$ cat src/rtl/clb_tile_config_store.sv
// Multi-context configuration store for one CLB tile: beat-stream loader,
// single-cycle context switch, and a snapshot-based readback stream.
module clb_tile_config_store #(
   parameter int CONF_W  = 256,
   parameter int SHIFT_W = 8,
   parameter int NCTX    = 2,
   parameter int CTX_W   = (NCTX > 1) ? $clog2(NCTX) : 1,
   parameter int BEATS   = (CONF_W + SHIFT_W - 1) / SHIFT_W
) (
   input  logic               clk,
   input  logic               reset,
   input  logic               cfg_valid,
   output logic               cfg_ready,
   input  logic [SHIFT_W-1:0] cfg_data,
   input  logic [CTX_W-1:0]   cfg_ctx,
   input  logic               cfg_last,
   input  logic               ctx_switch,
   input  logic [CTX_W-1:0]   ctx_next,
   output logic [CTX_W-1:0]   active_ctx,
   output logic [CONF_W-1:0]  conf_out,
   input  logic               rb_start,
   output logic               rb_valid,
   input  logic               rb_ready,
   output logic [SHIFT_W-1:0] rb_data,
   output logic               rb_last,
   output logic               cfg_err,
   input  logic               err_clr
);

   localparam int FRAME_W = BEATS * SHIFT_W;
   localparam int CNT_W   = (BEATS > 1) ? $clog2(BEATS) : 1;
   localparam logic [CNT_W-1:0] LAST_BEAT = CNT_W'(BEATS - 1);

   typedef enum logic [1:0] {
      LOAD,
      DRAIN,
      COMMIT
   } state_t;

   state_t                           state, state_nxt;
   logic [CNT_W-1:0]                 beat_cnt, cnt_nxt;
   logic [CTX_W-1:0]                 frame_ctx, ctx_nxt;
   logic [BEATS-1:0][SHIFT_W-1:0]    stage;
   logic [FRAME_W-1:0]               stage_flat;
   logic [CONF_W-1:0]                slot [NCTX];
   logic                             accept;
   logic                             stage_we;
   logic                             load_err;
   logic                             commit;
   logic [CTX_W-1:0]                 active_nxt;
   logic                             switch_err;
   logic [BEATS-1:0][SHIFT_W-1:0]    rb_snap;
   logic [CNT_W-1:0]                 rb_cnt;

   function automatic logic ctx_ok(input logic [CTX_W-1:0] c);
      return int'(c) < NCTX;
   endfunction

   assign cfg_ready  = !reset && (state != COMMIT);
   assign accept     = cfg_valid && cfg_ready;
   assign stage_flat = stage;

   // Loader FSM: next state, beat counter and error detection
   always_comb begin
      state_nxt = state;
      cnt_nxt   = beat_cnt;
      ctx_nxt   = frame_ctx;
      stage_we  = 1'b0;
      load_err  = 1'b0;
      commit    = 1'b0;
      case (state)
         LOAD: begin
            if (accept) begin
               stage_we = 1'b1;
               cnt_nxt  = beat_cnt + 1'b1;
               if (beat_cnt == '0) begin
                  ctx_nxt = cfg_ctx;
               end
               if (beat_cnt == '0 && !ctx_ok(cfg_ctx)) begin
                  load_err  = 1'b1;
                  cnt_nxt   = '0;
                  state_nxt = cfg_last ? LOAD : DRAIN;
               end else if (cfg_last) begin
                  cnt_nxt = '0;
                  if (beat_cnt == LAST_BEAT) begin
                     state_nxt = COMMIT;
                  end else begin
                     load_err = 1'b1;
                  end
               end else if (beat_cnt == LAST_BEAT) begin
                  load_err  = 1'b1;
                  cnt_nxt   = '0;
                  state_nxt = DRAIN;
               end
            end
         end
         DRAIN: begin
            if (accept && cfg_last) begin
               state_nxt = LOAD;
            end
         end
         COMMIT: begin
            commit    = 1'b1;
            state_nxt = LOAD;
         end
         default: begin
            state_nxt = LOAD;
            cnt_nxt   = '0;
         end
      endcase
   end

   always_ff @(posedge clk) begin
      if (reset) begin
         state     <= LOAD;
         beat_cnt  <= '0;
         frame_ctx <= '0;
         stage     <= '0;
      end else begin
         state     <= state_nxt;
         beat_cnt  <= cnt_nxt;
         frame_ctx <= ctx_nxt;
         if (stage_we) begin
            stage[beat_cnt] <= cfg_data;
         end
      end
   end

   always_comb begin
      active_nxt = active_ctx;
      switch_err = 1'b0;
      if (ctx_switch) begin
         if (ctx_ok(ctx_next)) begin
            active_nxt = ctx_next;
         end else begin
            switch_err = 1'b1;
         end
      end
   end

   // conf_out follows the context that will be active next; a commit to that
   // context is forwarded so it appears on the same edge as the slot write.
   always_ff @(posedge clk) begin
      if (reset) begin
         for (int unsigned i = 0; i < NCTX; i++) begin
            slot[i] <= '0;
         end
         active_ctx <= '0;
         conf_out   <= '0;
      end else begin
         if (commit) begin
            slot[frame_ctx] <= stage_flat[CONF_W-1:0];
         end
         active_ctx <= active_nxt;
         if (commit && frame_ctx == active_nxt) begin
            conf_out <= stage_flat[CONF_W-1:0];
         end else begin
            conf_out <= slot[active_nxt];
         end
      end
   end

   always_ff @(posedge clk) begin
      if (reset) begin
         cfg_err <= 1'b0;
      end else if (load_err || switch_err) begin
         cfg_err <= 1'b1;
      end else if (err_clr) begin
         cfg_err <= 1'b0;
      end
   end

   // Readback streams a private snapshot, so later switches/commits cannot
   // disturb a transfer in flight.
   always_ff @(posedge clk) begin
      if (reset) begin
         rb_valid <= 1'b0;
         rb_cnt   <= '0;
         rb_snap  <= '0;
      end else if (!rb_valid) begin
         if (rb_start) begin
            rb_snap  <= FRAME_W'(conf_out);
            rb_valid <= 1'b1;
            rb_cnt   <= '0;
         end
      end else if (rb_ready) begin
         if (rb_cnt == LAST_BEAT) begin
            rb_valid <= 1'b0;
            rb_cnt   <= '0;
         end else begin
            rb_cnt <= rb_cnt + 1'b1;
         end
      end
   end

   assign rb_data = rb_snap[rb_cnt];
   assign rb_last = rb_valid && (rb_cnt == LAST_BEAT);

endmodule

$ cat config.mk
export PLATFORM = sky130hd
export DESIGN_NAME = clb_tile_config_store
export DESIGN_NICKNAME = d
export VERILOG_FILES = /design/src/rtl/clb_tile_config_store.sv
export SDC_FILE = /design/constraint.sdc
export NUM_CORES = 2
export LEC_CHECK = 0
export ABC_AREA = 0
export BUFFER_PORTS_ARGS = -buffer_cell sky130_fd_sc_hd__buf_2
export CAP_MARGIN = 0
export CORE_ASPECT_RATIO = 0.8
export CORE_UTILIZATION = 45
export CTS_CLUSTER_SIZE = 30
export DETAILED_ROUTE_END_ITERATION = 8
export GPL_TIMING_DRIVEN = 0
export PLACE_DENSITY = 0.67
export SLEW_MARGIN = 5
export SYNTH_ARGS = -nofsm -noshare
export SYNTH_HDL_FRONTEND = slang
export SYNTH_SLANG_ARGS = --single-unit
$ cat constraint.sdc
create_clock -name clk -period 5.6 [get_ports clk]
set_input_delay 0.28 -clock clk [delete_from_list [all_inputs] [get_ports clk]]
set_output_delay 0.28 -clock clk [all_outputs]
set_load 0.05 [all_outputs]
==> results.yml <==
clock_network:
  cts_root_buffer: "clkbuf_16"
  postCtsResizedCells: 0
  cts.sinks: 1296
  clk_pin_slew_ns: 0.06
  h-tree-depth: 4
  clock_latency_ns: 0.76
  cts_buffer_depth: 3
  cts_tree: "yes"
  cts_buffers: 130
cells_and_area:
  multi_input_comb_area_um2: 17700
  regArea_um2: 31100
  drive_above_1_share_pct: 18.6
  area_growth_pct: 15.8
  fill_cells: 9629
  final_core_util_pct: 52.5
  instances_no_fill: 6133
  fin_nets: 4606
synth:
  syn_inst: 4137
  async_reset_ff_share_pct: 0
  synth_warnings: 0
  yosys.area.top_type_share_pct: 31.3
  synth_top_area_cell: "dfxtp_1"
  synthDistinctLibCells: 37
  ys_seq_elements: 1296
  synth_edf_count: 512
  syn_area_per_cell_um2: 12.1
  yosysSeqAreaShare_pct: 62.0
  syn_nets: 4165
  synth_area_leaders: "dfxtp_1 (31%), edfxtp_1 (31%), and2_1 (6.4%), mux2_2 (5.9%), mux2i_1 (5.2%)"
  syn_area_um2: 50100
  ys.flop_type: "dfxtp_1"
drt:
  dr.pass1.iters: 6
  routedWlPerCell_um: 25.3
  drtIter0Drc: 3893
  vias_per_cell: 5.59
  antenna_left: 0
  drc: 0
  num_vias: 34266
  totalWireLength_um: 155000
die:
  die_area_um2: 113000
  num_rows: 109
  io_pins: 287
  coreArea_um2: 110000
  initial_core_util_pct: 45.4
  die_height_um: 300
  die_x_um: 375
place:
  port_buffers: 286
  dp.cells: 5876
  routabilityCongestion: 0.956
  dp_hpwl_um: 109000
sta:
  worst_hold_slack_ns: 0.155
  finalSetupViolations: 0
  min_period_over_period_pct: 76.6
  rsz0062_at_grt: "false"
  fmax_ghz: 0.233
  finalMaxSlewViolations: 0
  hold_viol_final: 0
  max_slew_margin_pct: 3.20
  fin_worst_skew_ns: 0.0298
  worst_pin_slew_ns: 1.45
  post-route-min-period_ns: 4.29
hold_path:
  hp-start: "cfg_valid"
  holdPathStages: 5
  whs_endpoint: "beat_cnt[4]"
  holdCritPathClass: "in -> reg"
critical_path:
  end_kind: "output port"
  ff2ff_path_depth: 9
  slowest_stage: "clkbuf_1"
  arrival_ns: 4.01
  worst_r2r_endpoint: "slot[0][49]"
  cp-start-kind: "register"
  path_class: "reg -> out"
  max_stage_delay_ns: 0.69
  rrSetupSlack_ns: 1.78
  crit_fanout: 10
  worst_ep_required_time_ns: 5.32
  path_cells: "clkbuf_1 > buf_2 > clkbuf_1 > mux4_2 > mux4_2 > mux2_2 > buf_2"
  r2r_start: "state[0]"
grt:
  antenna_found_initial: 12
  grt_max_degree: 53
  grt_overflow_total: 0
  first_global_vias: 32411
  grt_use_total_pct: 27.2
  grt_pass1_wl_um: 221000
power:
  max-vdd-ir-drop_mv: 0.258
  leakage_uw: 0.0235
  powerDensity_nw_per_um2: 363
outcome:
  outcome: "finished clean"
job:
  drv_cap: 0
## area by class of cell
type / instances / share of cell area [%]
inverter: 6 / 0.0388
timing repair buffer: 309 / 3.16
buffer: 317 / 2.18
sequential: 1296 / 53.5
multi-input combinational: 2518 / 30.6
tap: 1443 / 3.11
antenna: 3 / 0.0129
clock buffer: 195 / 6.63
clock inverter: 46 / 0.744
## worst max path at each step
stage / to / start / cells after the start
final: rb_data[2] / rb_cnt[2] / 7
after global routing: rb_data[4] / rb_cnt[2] / 7
after CTS: rb_data[2] / rb_cnt[2] / 7
after detailed placement: slot[0][93] / state[0] / 9
after global placement: slot[1][51] / state[0] / 6
after floorplan: slot[0][0] / state[0] / 6
## cells by family after synthesis
logic type / count (synthesis) / share of synthesized area (%)
adder cells (fa/ha/maj): 10 / 0.250
multiplexers: 605 / 14.7
AND/OR/NAND/NOR: 1369 / 13.1
AO/OA/AOI/OAI: 532 / 7.26
flip-flops: 1296 / 62.0
buffers and inverters: 323 / 2.57
XOR/XNOR: 2 / 0.0350
## metrics by stage
step / worst slack (ns) / total power (µW) / TNS (ns) / instance area (µm²)
after floorplan: 0.848 / 11800 / 0 / 50100
after global placement: -2.20 / 12500 / -1113.84 / 53300
after detailed placement: 1.80 / 12500 / 0 / 53600
after CTS: 1.43 / 21100 / 0 / 58000
after global routing: 1.31 / 21600 / 0 / 58000
final: 1.31 / 21100 / 0 / 58000
## worst max-delay path, delay by kind of cell (launching register included)
family,cells,cell delay [ns]
flip-flops,1,0.32
buffers and inverters,4,1.47
multiplexers,3,1.45
## metal layers
metal	GRT usage, %	wire length [µm]	vias to the layer above
met3	5.83	14500	187
li1	-	-	15393
met5	0	12	-
met1	38.3	66500	17194
met4	8.54	3950	2
met2	41.8	70500	1490
## placed cells by master (no fill, tap or decap), drive strengths merged, types with 80 or more instances in the layout
cell / instances
a21oi: 267
a22o: 256
and2: 513
buf: 353
clkbuf: 455
dfxtp: 784
edfxtp: 512
mux2: 265
mux2i: 260
mux4: 80
nand2: 516
nor2: 275
## what timing repair did
| item | 4_1_cts | 5_1_grt |
|---|---|---|
| hold buffers | 13 | 0 |
| buffers inserted | 0 | 0 |
| hold endpoints to repair | 24 | 0 |
## sequential cells by signal, summed over array words and instances, names as in the netlist
name and flops:
active_ctx 1, beat_cnt 5, cfg_err 1, conf_out 256, frame_ctx 1, rb_cnt 5, rb_snap 256, rb_valid 1
slot 512, stage 256, state 2
## Yosys cell counts, types with 5 or more instances
cell      instances
nor2_1          275
and2_1          513
mux4_2           80
nand2_1         516
mux2_2          264
inv_1             6
buf_1            21
ha_1             10
mux2i_1         260
a22o_1          256
edfxtp_1        512
dfxtp_1         784
buf_2            31
a21oi_1         267
buf_6             5
nand3_1          36
nor2b_1           6
clkbuf_1        260
## where the power goes
| group | total [µW] | switching [µW] | internal, µW |
|---|---|---|---|
| Sequential | 10600 | 347 | 10200 |
| Clock | 8740 | 3720 | 5020 |
| Combinational | 1770 | 1280 | 486 |
(Power assumes the default switching activity.)
